File: src/rtl/word_byte_serializer.sv
// Word-to-byte serializer: captures one word per input handshake and emits up to
// BYTES bytes from it, one per output handshake, flagging the final byte with out_last.
module word_byte_serializer #(
    parameter int BYTES     = 4,
    parameter bit MSB_FIRST = 1'b1,
    parameter int LW        = $clog2(BYTES + 1)
) (
    input  logic               clk,
    input  logic               rst,
    input  logic               in_valid,
    output logic               in_ready,
    input  logic [8*BYTES-1:0] in_data,
    input  logic [LW-1:0]      in_len,
    output logic               out_valid,
    input  logic               out_ready,
    output logic [7:0]         out_data,
    output logic               out_last,
    output logic               busy,
    output logic               state_dbg
);

    // Handshake rule on both ports: a transfer happens on the rising edge where
    // valid && ready are both 1; valid never waits on ready, and a presented
    // byte (data/last) is held unchanged until it is transferred.

    localparam int IW = $clog2(BYTES);

    typedef enum logic {
        IDLE = 1'b0,
        SEND = 1'b1
    } state_t;

    state_t              state_q;
    logic [8*BYTES-1:0]  word_q;
    logic [LW-1:0]       cnt_q;
    logic [IW-1:0]       idx_q;
    logic [LW-1:0]       eff_len;
    logic                in_accept;
    logic                out_accept;

    // Lengths of 0 or above BYTES fall back to a full word.
    always_comb begin
        eff_len = in_len;
        if (in_len == '0 || in_len > LW'(BYTES))
            eff_len = LW'(BYTES);
    end

    // Ready combinationally follows out_ready on the final byte so the next
    // word can load on the same edge, giving gap-free word-to-word streaming.
    assign in_ready   = !rst && (state_q == IDLE || (cnt_q == LW'(1) && out_ready));
    assign in_accept  = in_valid && in_ready;
    assign out_accept = out_valid && out_ready;

    always_ff @(posedge clk) begin
        if (rst) begin
            state_q <= IDLE;
            word_q  <= '0;
            cnt_q   <= '0;
            idx_q   <= '0;
        end else if (in_accept) begin
            state_q <= SEND;
            word_q  <= in_data;
            cnt_q   <= eff_len;
            idx_q   <= MSB_FIRST ? IW'(BYTES - 1) : '0;
        end else if (out_accept) begin
            if (cnt_q > LW'(1)) begin
                cnt_q <= cnt_q - LW'(1);
                idx_q <= MSB_FIRST ? idx_q - IW'(1) : idx_q + IW'(1);
            end else begin
                state_q <= IDLE;
            end
        end
    end

    assign out_valid = (state_q == SEND);
    assign out_data  = word_q[8*idx_q +: 8];
    assign out_last  = (state_q == SEND) && (cnt_q == LW'(1));
    assign busy      = out_valid;
    assign state_dbg = (state_q == SEND);

endmodule

File: config.mk
export PLATFORM = sky130hd
export DESIGN_NAME = word_byte_serializer
export DESIGN_NICKNAME = d
export VERILOG_FILES = /design/src/rtl/word_byte_serializer.sv
export SDC_FILE = /design/constraint.sdc
export NUM_CORES = 1
export LEC_CHECK = 0
export CAP_MARGIN = 20
export CORE_ASPECT_RATIO = 1.1
export CORE_MARGIN = 2
export CORE_UTILIZATION = 49
export DETAILED_ROUTE_END_ITERATION = 16
export GPL_ROUTABILITY_DRIVEN = 1
export PLACE_DENSITY_LB_ADDON = 0.1
export RECOVER_POWER = 25
export SETUP_SLACK_MARGIN = 0.4
export SYNTH_ARGS = -nofsm -noshare
export SYNTH_HDL_FRONTEND = slang
export SYNTH_SLANG_ARGS = --single-unit
File: constraint.sdc
create_clock -name clk -period 3.2 [get_ports clk]
set_clock_uncertainty 0.2 [all_clocks]
set_input_delay 0.48 -clock clk [delete_from_list [all_inputs] [get_ports clk]]
set_output_delay 0.48 -clock clk [all_outputs]
set_load 0.05 [all_outputs]
==> summary.md <==
| Metric | Value |
|---|---|
| CTS tree | `yes` |
| Setup slack after layout | `0.603 ns` |
| TritonCTS Sinks | `38` |
| Syn avg cell area | `8.56 um^2` |
| Combinational share of power | `23.3%` |
| Syn Nets | `238` |
| Layout fillers | `302` |
| Flops & latches, synth | `38` |
| Peak VDD IR | `slightly below 300 uV` |
| Wirelength, routed | `3660 um` |
| PD cells | `500 mW/mm^2` |
| Pre-CTS WS | `0.501 ns` |
| Psw | `~0.33 mW` |
| Worst-skew pair later-pin latency | `0.34 ns` |
| Seq/Total Area, Yosys | `between 40% and 50%` |
| Nets@finish | `roughly 290` |
| Drt first pass iters | `4` |
| RSZ-0062 raised after global routing | `no` |
| Hold Fails Final Rpt | `0` |
| Largest net degree at the start of global routing | `42` |
| WS Path Type | `register to primary output` |
| Synth cell types | `33` |
| Worst setup SP type | `register` |
| Synth cell count leaders | `nand2_1 (66), dfxtp_1 (38), o21ai_0 (22)` |
| Clock tree root driver cell | `clkbuf_4` |
| Crit Path Max Fanout | `4` |
| Hold WC Path Type | `register to register` |
| Int Pwr | `~0.8 mW` |
| Max Root-Sink Buffers | `2` |
| H-tree depth | `2` |
| CP Capture Type | `primary output` |
| Die Wd | `59.8 um` |
| Initial core utilization | `50.8%` |
| Total CTS buffers | `5` |
| DRT iter0 DRCs | `39` |
| Max-cap violation count | `0` |
| Register area | `763 um^2` |
| DR WL/cell | `roughly 13 um` |
| Final Slew Violations | `0` |
| Post-CTS Hold Buffers | `0` |
| Final setup fails | `0` |
| Dpl hpwl | `2720 um` |
| Net Sw Frac | `29.6%` |
| Via density | `5.29` |
| CP required | `between 2 and 3 ns` |
| RePlAce Congestion | `0.761` |
| # IOs | `52` |
| Final period util | `81.2%` |
| Slew headroom | `66.4%` |
| Reg clk slew, reported paths | `0.10 ns` |
| Layout area overhead | `34.8%` |
| Tightest Pin Transition | `0.503 ns` |
| Synth area leaders | `dfxtp_1 (45%), nand2_1 (15%), mux4_2 (11%), o21ai_0 (6.6%), o21ai_1 (3.6%)` |
| Leak | `between 0.8 and 0.9 nW` |
| Die height | `65.4 um` |
| Initial antenna violation count | `0` |
| Async set-reset flop share out of synthesis | `0%` |
| Diode count | `0` |
| Sum Neg Setup Slack | `0 ns` |
| Outcome | `finished clean` |
| Core area | `0.00330 mm^2` |
| Antenna Nets Post-Route | `0` |
| Top FF cell, synth | `dfxtp_1` |
| I/O Buffers | `51` |
| Total gr overflow | `0` |
| Vias | `1482` |
| Power share of the sequential group | `48.7%` |
| Rows | `22` |
| Final min period | `2.60 ns` |
| Top-count cell post-synth | `nand2_1` |
| Crit path arrival time | `1.92 ns` |
| Gr usage total | `20.4%` |
| Multi-input gate area | `821 um^2` |
| Number of remaining DRC errors | `0` |
| Die area | `slightly below 0.004 mm^2` |
| Max Clk Rate | `0.385 GHz` |
| Cell taking the most area after synthesis | `dfxtp_1` |
| Synth Instances | `slightly below 200` |
| Clk network pwr share | `between 20% and 30%` |
| Global-route wire length before repair | `5930 um` |
| Fraction of layout cells with a size suffix above 1 | `a little over a tenth` |
| Mapped cell area | `0.00168 mm^2` |
| Vias in the first global route | `1391` |
| Synth top area share | `45.3%` |
| EDFF count, synth | `0` |
| Synth warn | `0` |
per-stage QoR:
step / cell area [um^2] / std cells / utilization, % / power [mW] / hold slack [ns]
6_report: 2260 / 280 / 68.4 / 1.13 / 0.263
5_1_grt: 2260 / 280 / 68.4 / 1.19 / 0.284
4_1_cts: 2260 / 280 / 68.3 / 1.15 / 0.260
3_5_place_dp: 2180 / 272 / 66.1 / 0.834 / 0.244
3_3_place_gp: 2180 / 272 / 66.1 / 0.824 / 0.236
2_1_floorplan: 1680 / 196 / - / 0.729 / 0.225
power groups by stage:
stage	combinational (mW)	clock, mW	sequential [mW]
final	0.263	0.316	0.551
after global placement	0.266	0	0.558
after floorplan	0.182	0	0.547
after CTS	0.267	0.328	0.551
after global routing	0.285	0.344	0.557
after detailed placement	0.273	0	0.561
flip-flops by register name, indices dropped and copies added, names as in the netlist:
name and flops:
busy 1, cnt_q 3, word_q 32, idx_q 2
layer usage:
layer	global-route usage (%)	up-vias	share of wire (%)	wire [um]
met2	34.6	41	52	1920
met4	9.17	0	0.93	34
met1	23.9	683	41	1510
met3	4.92	4	5.4	197
met5	0	-	0	0
li1	-	754	-	-
layout by cell type (no fill, tap or decap), types with 3 or more instances in the layout:
master,instances
dfxtp_1,36
nand2_1,66
dlygate4sd2_1,6
clkdlybuf4s50_1,41
mux4_2,8
inv_1,6
clkbuf_4,5
buf_4,4
o21ai_1,6
ha_1,3
a21oi_1,3
o21ai_0,28
timing repair:
action                                  in CTS  in global routing
resized for setup                            8                  2
buffers inserted                             0                  0
endpoints found under the setup margin       8                  2
cell families (layout without fill, tap and decap cells):
kind of cell / count (synthesis) / in the layout / synth area share [%]
buffers and inverters: 21 / 69 / 6.19
AOI/OAI and AO/OA: 47 / 47 / 15.9
muxes: 8 / 8 / 10.7
xor gates and xnor gates: 2 / 2 / 1.04
DFF: 38 / 38 / 45.3
and+or+nand+nor: 77 / 77 / 18.6
adders and majority gates: 3 / 3 / 2.24
worst max-delay path, cell delays in order, from the launching register on:
cell	delay [ns]
dfxtp_1	0.34
inv_1	0.08
ha_1	0.20
and3_1	0.17
clkdlybuf4s50_1	0.79
cell type report:
cell class | instances | area share (%)
Multi-Input combinational cell | 137 | 36.3
Sequential cell | 38 | 33.8
Timing Repair Buffer | 54 | 23.4
Tap cell | 36 | 1.99
Clock inverter | 3 | 1.77
Clock buffer | 5 | 1.66
Inverter | 7 | 1.16
path summary, 6_finish.rpt:
kind | depth (start not counted) | slack (ns) | start | endpoint
worst min register to register | 2 | 0.26 | word_q[24]$_SDFFE_PP0P_ | word_q[24]$_SDFFE_PP0P_
worst max-delay path | 4 | 0.60 | cnt_q[1]$_SDFFE_PP0P_ | out_last
worst max register to register | 7 | 1.29 | cnt_q[1]$_SDFFE_PP0P_ | cnt_q[0]$_SDFFE_PP0P_
worst min-delay path | 2 | 0.26 | word_q[24]$_SDFFE_PP0P_ | word_q[24]$_SDFFE_PP0P_
Power figures use the tool's default switching activity.
